### src/rtl/whack_pkg.sv
// Shared types and constants for the whack-a-mole button event front end.
// Release events are enabled by defining WHACK_RELEASE_EVT_EN.
package whack_pkg;

  localparam int N_BTN_DEF    = 4;
  localparam int DEBOUNCE_SIM = 4;
  // wide enough for the largest panel (8 channels)
  localparam int EVT_ID_W     = 3;

  function automatic int ID_W(input int n);
    return (n > 1) ? $clog2(n) : 1;
  endfunction

  typedef struct packed {
    logic                rel;
    logic [EVT_ID_W-1:0] id;
  } btn_evt_t;

endpackage

### src/rtl/btn_debounce.sv
// One button channel: two-flop synchronizer, stability counter, stable flop.
// fall/rise strobe on the edge where the stable level flips.
module btn_debounce #(
  parameter int DEBOUNCE_CYCLES = 1000000
) (
  input  logic clk,
  input  logic reset,
  input  logic btn_n,
  output logic stable,
  output logic fall,
  output logic rise
);

  localparam int CW = $clog2(DEBOUNCE_CYCLES);
  localparam logic [CW-1:0] CNT_LAST = CW'(DEBOUNCE_CYCLES - 1);

  logic          s1;
  logic          s2;
  logic [CW-1:0] cnt;
  logic          diff;
  logic          done;

  assign diff = (s2 != stable);
  assign done = diff && (cnt == CNT_LAST);
  assign fall = done && !s2;
  assign rise = done && s2;

  always_ff @(posedge clk) begin
    if (reset) begin
      s1     <= 1'b1;
      s2     <= 1'b1;
      stable <= 1'b1;
      cnt    <= '0;
    end else begin
      s1 <= btn_n;
      s2 <= s1;
      if (done) begin
        stable <= s2;
        cnt    <= '0;
      end else if (diff) begin
        cnt <= cnt + 1'b1;
      end else begin
        cnt <= '0;
      end
    end
  end

endmodule

### src/rtl/whack_btn_events.sv
// Debounced button press events queued into a FIFO with valid/ready output.
// Define WHACK_RELEASE_EVT_EN to also queue release events (press_rel=1).
module whack_btn_events
  import whack_pkg::*;
#(
  parameter int N_BTN           = N_BTN_DEF,
  parameter int DEBOUNCE_CYCLES = 1000000,
  parameter int FIFO_DEPTH      = 4
) (
  input  logic                   clk,
  input  logic                   reset,
  input  logic [N_BTN-1:0]       btn_n,
  output logic [N_BTN-1:0]       held,
  output logic                   press_valid,
  input  logic                   press_ready,
  output logic [ID_W(N_BTN)-1:0] press_id,
  output logic                   press_rel,
  output logic                   overflow,
  input  logic                   clear_overflow
);

  localparam int IW = ID_W(N_BTN);
  localparam int AW = (FIFO_DEPTH > 1) ? $clog2(FIFO_DEPTH) : 1;
  localparam logic [AW-1:0] PTR_LAST = AW'(FIFO_DEPTH - 1);
  localparam logic [AW:0]   CNT_FULL = (AW+1)'(FIFO_DEPTH);

  logic [N_BTN-1:0] stable;
  logic [N_BTN-1:0] fall;
  logic [N_BTN-1:0] rise;
  logic [N_BTN-1:0] pend_press;
  logic [N_BTN-1:0] clr_press;
  logic [N_BTN-1:0] take_press;
  logic             ovf_set;

  for (genvar g = 0; g < N_BTN; g++) begin : g_ch
    btn_debounce #(
      .DEBOUNCE_CYCLES(DEBOUNCE_CYCLES)
    ) u_db (
      .clk   (clk),
      .reset (reset),
      .btn_n (btn_n[g]),
      .stable(stable[g]),
      .fall  (fall[g]),
      .rise  (rise[g])
    );
  end

  assign held = ~stable;

  btn_evt_t         mem [FIFO_DEPTH];
  logic [AW-1:0]    wptr;
  logic [AW-1:0]    rptr;
  logic [AW:0]      count;
  logic             full;
  logic             pop;
  logic             push;
  logic             sel_valid;
  btn_evt_t         sel_evt;
  btn_evt_t         head;
  logic             head_unused;

  assign full        = (count == CNT_FULL);
  assign press_valid = (count != '0);
  assign pop         = press_valid && press_ready;
  assign push        = sel_valid && (!full || pop);
  assign head        = mem[rptr];
  assign press_id    = head.id[IW-1:0];
  assign head_unused = ^{head.id, head.rel};

`ifdef WHACK_RELEASE_EVT_EN
  logic [N_BTN-1:0] pend_rel;
  logic [N_BTN-1:0] clr_rel;
  logic [N_BTN-1:0] take_rel;

  assign press_rel = head.rel;
  assign take_rel  = clr_rel & {N_BTN{push}};
  assign ovf_set   = |(fall & pend_press) | |(rise & pend_rel);
`else
  logic rise_unused;

  assign press_rel   = 1'b0;
  assign rise_unused = ^rise;
  assign ovf_set     = |(fall & pend_press);
`endif

  assign take_press = clr_press & {N_BTN{push}};

  // presses by index first, then releases by index
  always_comb begin
    sel_valid = 1'b0;
    sel_evt   = '0;
    clr_press = '0;
`ifdef WHACK_RELEASE_EVT_EN
    clr_rel   = '0;
`endif
    for (int i = 0; i < N_BTN; i++) begin
      if (!sel_valid && pend_press[i]) begin
        sel_valid    = 1'b1;
        sel_evt.id   = EVT_ID_W'(i);
        clr_press[i] = 1'b1;
      end
    end
`ifdef WHACK_RELEASE_EVT_EN
    for (int i = 0; i < N_BTN; i++) begin
      if (!sel_valid && pend_rel[i]) begin
        sel_valid  = 1'b1;
        sel_evt.rel = 1'b1;
        sel_evt.id = EVT_ID_W'(i);
        clr_rel[i] = 1'b1;
      end
    end
`endif
  end

  function automatic logic [AW-1:0] nxt(input logic [AW-1:0] p);
    return (p == PTR_LAST) ? '0 : p + 1'b1;
  endfunction

  always_ff @(posedge clk) begin
    if (reset) begin
      wptr  <= '0;
      rptr  <= '0;
      count <= '0;
      for (int i = 0; i < FIFO_DEPTH; i++) begin
        mem[i] <= '0;
      end
    end else begin
      if (push) begin
        mem[wptr] <= sel_evt;
        wptr      <= nxt(wptr);
      end
      if (pop) begin
        rptr <= nxt(rptr);
      end
      unique case ({push, pop})
        2'b10:   count <= count + 1'b1;
        2'b01:   count <= count - 1'b1;
        default: count <= count;
      endcase
    end
  end

  // a flip while the channel's event is still pending is dropped
  always_ff @(posedge clk) begin
    if (reset) begin
      pend_press <= '0;
      overflow   <= 1'b0;
    end else begin
      pend_press <= (pend_press & ~take_press)
                  | (fall & ~pend_press);
      if (ovf_set) begin
        overflow <= 1'b1;
      end else if (clear_overflow) begin
        overflow <= 1'b0;
      end
    end
  end

`ifdef WHACK_RELEASE_EVT_EN
  always_ff @(posedge clk) begin
    if (reset) begin
      pend_rel <= '0;
    end else begin
      pend_rel <= (pend_rel & ~take_rel)
                | (rise & ~pend_rel);
    end
  end
`endif

endmodule

### config.mk
export PLATFORM = sky130hd
export DESIGN_NAME = whack_btn_events
export DESIGN_NICKNAME = d
export VERILOG_FILES = /design/src/rtl/whack_pkg.sv /design/src/rtl/btn_debounce.sv /design/src/rtl/whack_btn_events.sv
export SDC_FILE = /design/constraint.sdc
export NUM_CORES = 1
export LEC_CHECK = 0
export BUFFER_PORTS_ARGS = -buffer_cell sky130_fd_sc_hd__buf_4
export CORE_ASPECT_RATIO = 1.5
export CORE_MARGIN = 5
export CORE_UTILIZATION = 45
export CTS_CLUSTER_SIZE = 24
export DETAILED_ROUTE_END_ITERATION = 10
export PLACE_DENSITY = 0.65
export SKIP_LAST_GASP = 1
export SLEW_MARGIN = 20
export SYNTH_ARGS = -nofsm -noshare
export SYNTH_HDL_FRONTEND = slang
export SYNTH_SLANG_ARGS = --single-unit
### constraint.sdc
create_clock -name clk -period 4.35 [get_ports clk]
set_input_delay 0.87 -clock clk [delete_from_list [all_inputs] [get_ports clk]]
set_output_delay 0.87 -clock clk [all_outputs]
set_load 0.03 [all_outputs]
Yosys cells after proc, flatten, opt, wreduce, memory -nomap -nowiden:

Memories as Yosys holds them, arrays and structs flattened. A register that Yosys moved wholly into a read port is not among the register bits.
Index checks and enable logic that the tools add are counted.

* bits in registers: 104
* word-level logic and storage cells: 111
* input port bits: 8
* memories kept: 1
* RAM bits: 12
* output and inout port bits: 9

* reductions and logical operators: 31
* $add $sub $neg: 8
* eq/ne operators: 13
* muxes and demuxes: 25
* bitwise logic cells: 12

Memory list
* mem: depth 4, width 3, rd ports 1, clocked after memory_dff 1, write ports 4, line whack_btn_events.sv:50 `btn_evt_t mem [FIFO_DEPTH];`

Operator list (number)
* adder 20 x 1 -> 20 bit, second input constant: 4
* equality test 20 bit, second input constant: 4
* bitwise AND 4 bit: 4
* 2-to-1 mux 1 bit: 16
* OR reduction 3 bit: 5
* logical AND 1 bit: 13
* inverter 4 bit: 3
* 2-to-1 mux 2 bit: 5
* 2-to-1 mux 3 bit: 3
* logical NOT 1 bit: 8
* equality test 2 bit, second input constant: 3
* one-hot mux 3 bit (2 select lines): 1
* adder 2 x 1 -> 2 bit, second input constant: 2
* != test 1 bit: 4
* inverter 1 bit: 4
* bitwise OR 4 bit: 1
* nonzero test 2 bit: 2
* OR reduction 4 bit: 1
* adder 3 x 1 -> 3 bit, second input constant: 1
* equality test 3 bit, second input constant: 1
* nonzero test 3 bit: 1
* subtractor 3 x 1 -> 3 bit, second input constant: 1
* equality test 2 x 1 -> 1 bit, second input constant: 1
* logical OR 1 bit: 1

Logic depth before layout (Yosys ltp):

* word-level depth: 16
* mapped depth: 8
* gate-level depth less buffers: 8

By module:

From an unflattened synthesis, not the netlist that was laid out.

* cells, all modules: 593
* area, all modules: 5292.6 um^2

Modules (own cells, without submodules)
* btn_debounce: instances 4, sequential area each 460.4 um^2, cells each 122, area an instance 1051.0 um^2
* whack_btn_events: instances 1, sequential area each 520.5 um^2, cells each 105, area an instance 1088.5 um^2

Least setup slack after synthesis:

Ideal clock, no wire load.

* path type: input to register
* from: input press_ready
* to: register count[2]
* slack: 2.094 ns
* required time: 4.222 ns
* arrival: 2.129 ns
* setup time: 0.128 ns
* stages on the path: 8
* buffers on the path: 0
* cells stage by stage: o31ai_1 -> nor2b_1 -> inv_1 -> fa_1 -> a2111oi_0 -> a21oi_1 -> xor2_1 -> nor2_1

* cells in the longest elaborated chain, start to end: 5
* elaborated cells between the ends (all ways): 7
* those cells by class: eq/ne (2); mux (1); reduce/logical (4)

Ends and longest elaborated chain
* start: declaration: line whack_btn_events.sv:15 `input logic press_ready,`
* logical AND 1 bit *: line whack_btn_events.sv:64 `assign pop = press_valid && press_ready;`
* logical OR 1 bit: line whack_btn_events.sv:65 `assign push = sel_valid && (!full || pop);`
* logical AND 1 bit: line whack_btn_events.sv:65
* equality test 2 x 1 -> 1 bit or equality test 2 bit (tied branches): line whack_btn_events.sv:135 `unique case ({push, pop})`
* one-hot mux 3 bit (2 select lines) or nonzero test 2 bit (tied branches)
* end signal: assignment: line whack_btn_events.sv:136 `2'b10: count <= count + 1'b1;`
* end signal: assignment: line whack_btn_events.sv:137 `2'b01: count <= count - 1'b1;`
* end signal: assignment: line whack_btn_events.sv:138 `default: count <= count;`
* end: declaration: line whack_btn_events.sv:53 `logic [AW:0] count;`

Every way passes the cells marked *; elsewhere a longest branch is shown, timed or not.
A chain may end at the register's enable or synchronous reset.

==> impl_metrics.yaml <==
routing:
  ant_nets: 0
  wl_mm: 8.81
  drt-initial-drc-count: 121
  drc: 0
  vias_per_cell: 5.11
  wire_per_inst_um: 12.3
  vias: 3675
  dr.pass1.iters: 4
logic_synthesis:
  synth_warnings: 0
  synth.area.top_cells: "dfxtp_1, nor2_1, xnor2_1"
  async_flop_share_pct: 0
  synth_fp_nets: 559
  synth_top_area_share_pct: 43.4
  syn_avg_cell_area_um2: 8.99
  synth_area_leader_cell: "dfxtp_1"
  syn_inst: 544
  seq_area_frac_synth_pct: 48.3
  synth_area_um2: 4890
  ys_ff_latch: 114
  ys_types: 46
  synth_edf_count: 8
  ys.flop_type: "dfxtp_1"
setup_path:
  reg2reg_to: "count[2]"
  ff2ff_path_depth: 8
  crit_family: "multiplexers"
  cp-endpoint: "press_id[0]"
  cp.required_ps: 3480
  crit_arrival_ps: 1480
  critPathKind: "register to primary output"
  critPathMaxFanout: 2
  start_kind: "register"
  rr_startpoint: "pend_press[0]"
  reg2reg_slack_ps: 2010
  worst_setup_path_end_kind: "primary output"
  cp_slowest_cell: "mux4_2"
  crit_buf_inv: 1
  cp.depth: 2
  crit_chain: "mux4_2, buf_4"
  cp_slowest_stage_delay_ps: 520
pwr:
  leakage_nw: 1.95
  ir_worst_vdd_mv: 0.304
  power_density_nw_per_um2: 452
layout:
  postLayoutCoreUtil_pct: 53.6
  area_delta_synth_final_pct: 16.1
  drive_gt1_share_pct: 9.74
  diodes: 0
  fin_nets: 578
clocking:
  clk_pin_slew_worst_paths_ps: 50
  ctsRootBufferMaster: "clkbuf_16"
  cts_sinks: 114
  holdBufCountCts: 0
  cts_resized: 0
  cts.path.max_buffers: 2
  postCtsSetupBuffers: 0
  cts_tree: "built"
  cts_made_buffers: 17
  htreeDepth: 4
  worstSkewPairLatency_ps: 400
global_route:
  antenna_found_initial: 0
  track_usage_pct: 14.9
  use_met1_pct: 16.4
  met2_usage_pct: 25.7
  grt_pass1_vias: 3578
  gr-usage-met3_pct: 3.66
  grt_pass1_wl_mm: 15.4
  grt-ovfl-total: 0
  grt.busiest_layer: "met2"
  grt_max_degree: 32
timing:
  skew_ps: 6.57
  tns_ps: 0
  fin_crit_ps: 2350
  max_slew_margin_pct: 38.1
  rsz0062_at_grt: "no"
  hold_viol: 0
  fmax_mhz: 425
  setup_viol: 0
  finalMaxSlewViolations: 0
  min_period_over_period_pct: 54.0
  tightestPinTransition_ps: 916
floorplanning:
  dieArea_um2: 13100
  core_area_um2: 10600
  pin_count: 17
  dieHeight_um: 138
  rows: 46
  chipWidth_um: 95.1
  initial_core_util_pct: 46.2
placement:
  gp_congestion: 0.792
  place_hpwl_mm: 6.14
  portBuffers: 15
run_status:
  outcome: "complete, no violations"
job:
  cap_violations: 0
worst_hold_path:
  hp-class: "register to register"
==> power breakdown <==
part	leakage, nW	switching [mW]	total (mW)	internal (mW)
clock network	0.273	0.440	1.30	0.855
logic	0.742	0.0934	0.162	0.0688
registers	0.939	0.0221	1.11	1.08
==> cell usage after synthesis (4+ instances only) <==
| cell type | number |
|---|---|
| xnor2_1 | 40 |
| inv_1 | 25 |
| nor4b_1 | 4 |
| nor3b_1 | 4 |
| nor2_1 | 107 |
| buf_2 | 6 |
| clkbuf_1 | 8 |
| or3_1 | 9 |
| nand4_1 | 14 |
| dfxtp_1 | 106 |
| xor2_1 | 35 |
| a21oi_1 | 10 |
| and3_1 | 15 |
| or2_2 | 11 |
| nand3_1 | 35 |
| nor3_1 | 14 |
| edfxtp_1 | 8 |
| o21ai_0 | 4 |
| nand2_1 | 32 |
| or4_1 | 6 |
| nor4_1 | 9 |
| ha_1 | 6 |
==> per-layer routing <==
metal  up-vias  part of all wire, %
li1       1886                    -
met1      1724                   45
met2        44                   50
met3        21                  2.5
met4         0                  2.5
met5         -                    0
==> worst min-delay path by stage <==
stage                     slack (ps)  cells after the start              end            start
after floorplan                  390                      1  g_ch[0].u_db.s2  g_ch[0].u_db.s1
after detailed placement         390                      1  g_ch[0].u_db.s2  g_ch[0].u_db.s1
after global placement           390                      1  g_ch[3].u_db.s2  g_ch[3].u_db.s1
final                            400                      1  g_ch[0].u_db.s2  g_ch[0].u_db.s1
after CTS                        400                      1  g_ch[0].u_db.s2  g_ch[0].u_db.s1
after global routing             420                      1  g_ch[0].u_db.s2  g_ch[0].u_db.s1
==> cell families after synthesis <==
logic type / synth area share [%]
simple gates: 27.9
flops: 48.3
xor+xnor: 13.4
other cells: 0.0767
mux: 1.53
buf+inv: 3.30
compound gates: 3.53
fa+ha+maj: 1.94
==> state kept, by name, summed over array words and instances, names as in the netlist, named ones only <==
signal	count
g_ch.u_db.s2	4
g_ch.u_db.stable	4
g_ch.u_db.s1	4
overflow	1
wptr	2
pend_press	4
count	3
rptr	2
g_ch.u_db.cnt	80
mem	8
==> through the flow <==
stage / std cells / worst slack, ps / total power [mW] / hold WS (ps) / area (um2)
after floorplan: 544 / 2090 / 1.24 / 389 / 4890
after global placement: 688 / 1830 / 1.28 / 394 / 5120
after detailed placement: 688 / 1630 / 1.29 / 392 / 5120
after CTS: 719 / 1970 / 2.59 / 402 / 5680
after global routing: 719 / 1790 / 2.65 / 419 / 5680
final: 719 / 2000 / 2.56 / 403 / 5680
==> worst reg2reg max path: cells and delay by family (launching register included) <==
| family | cells | cell delay [ps] |
|---|---|---|
| simple gates | 3 | 890 |
| flops | 1 | 340 |
| compound gates | 2 | 380 |
| xor+xnor | 1 | 150 |
| fa+ha+maj | 1 | 380 |
| buf+inv | 1 | 80 |
==> placed cells by master (no fill, tap or decap), drive strengths merged, types with 12 or more instances in the layout <==
master  synthesis  final
nand2          32     32
clkbuf          8     27
inv            25     25
nor3           14     14
or2            12     12
buf             7     15
dfxtp         106    106
nand4          15     15
xor2           35     35
and3           15     15
xnor2          40     40
nor2          107    107
nand3          35     35
==> area by class of cell <==
class / count / area, um2
inverters: 25 / 93.8
flip-flops and latches: 114 / 2360
clock buffers: 27 / 513
multi-input cells: 390 / 2370
repair buffers: 15 / 113
clock inverters: 4 / 47.5
well taps: 144 / 180
fillers: 1011 / 4910
Power figures use the tool's default switching activity.
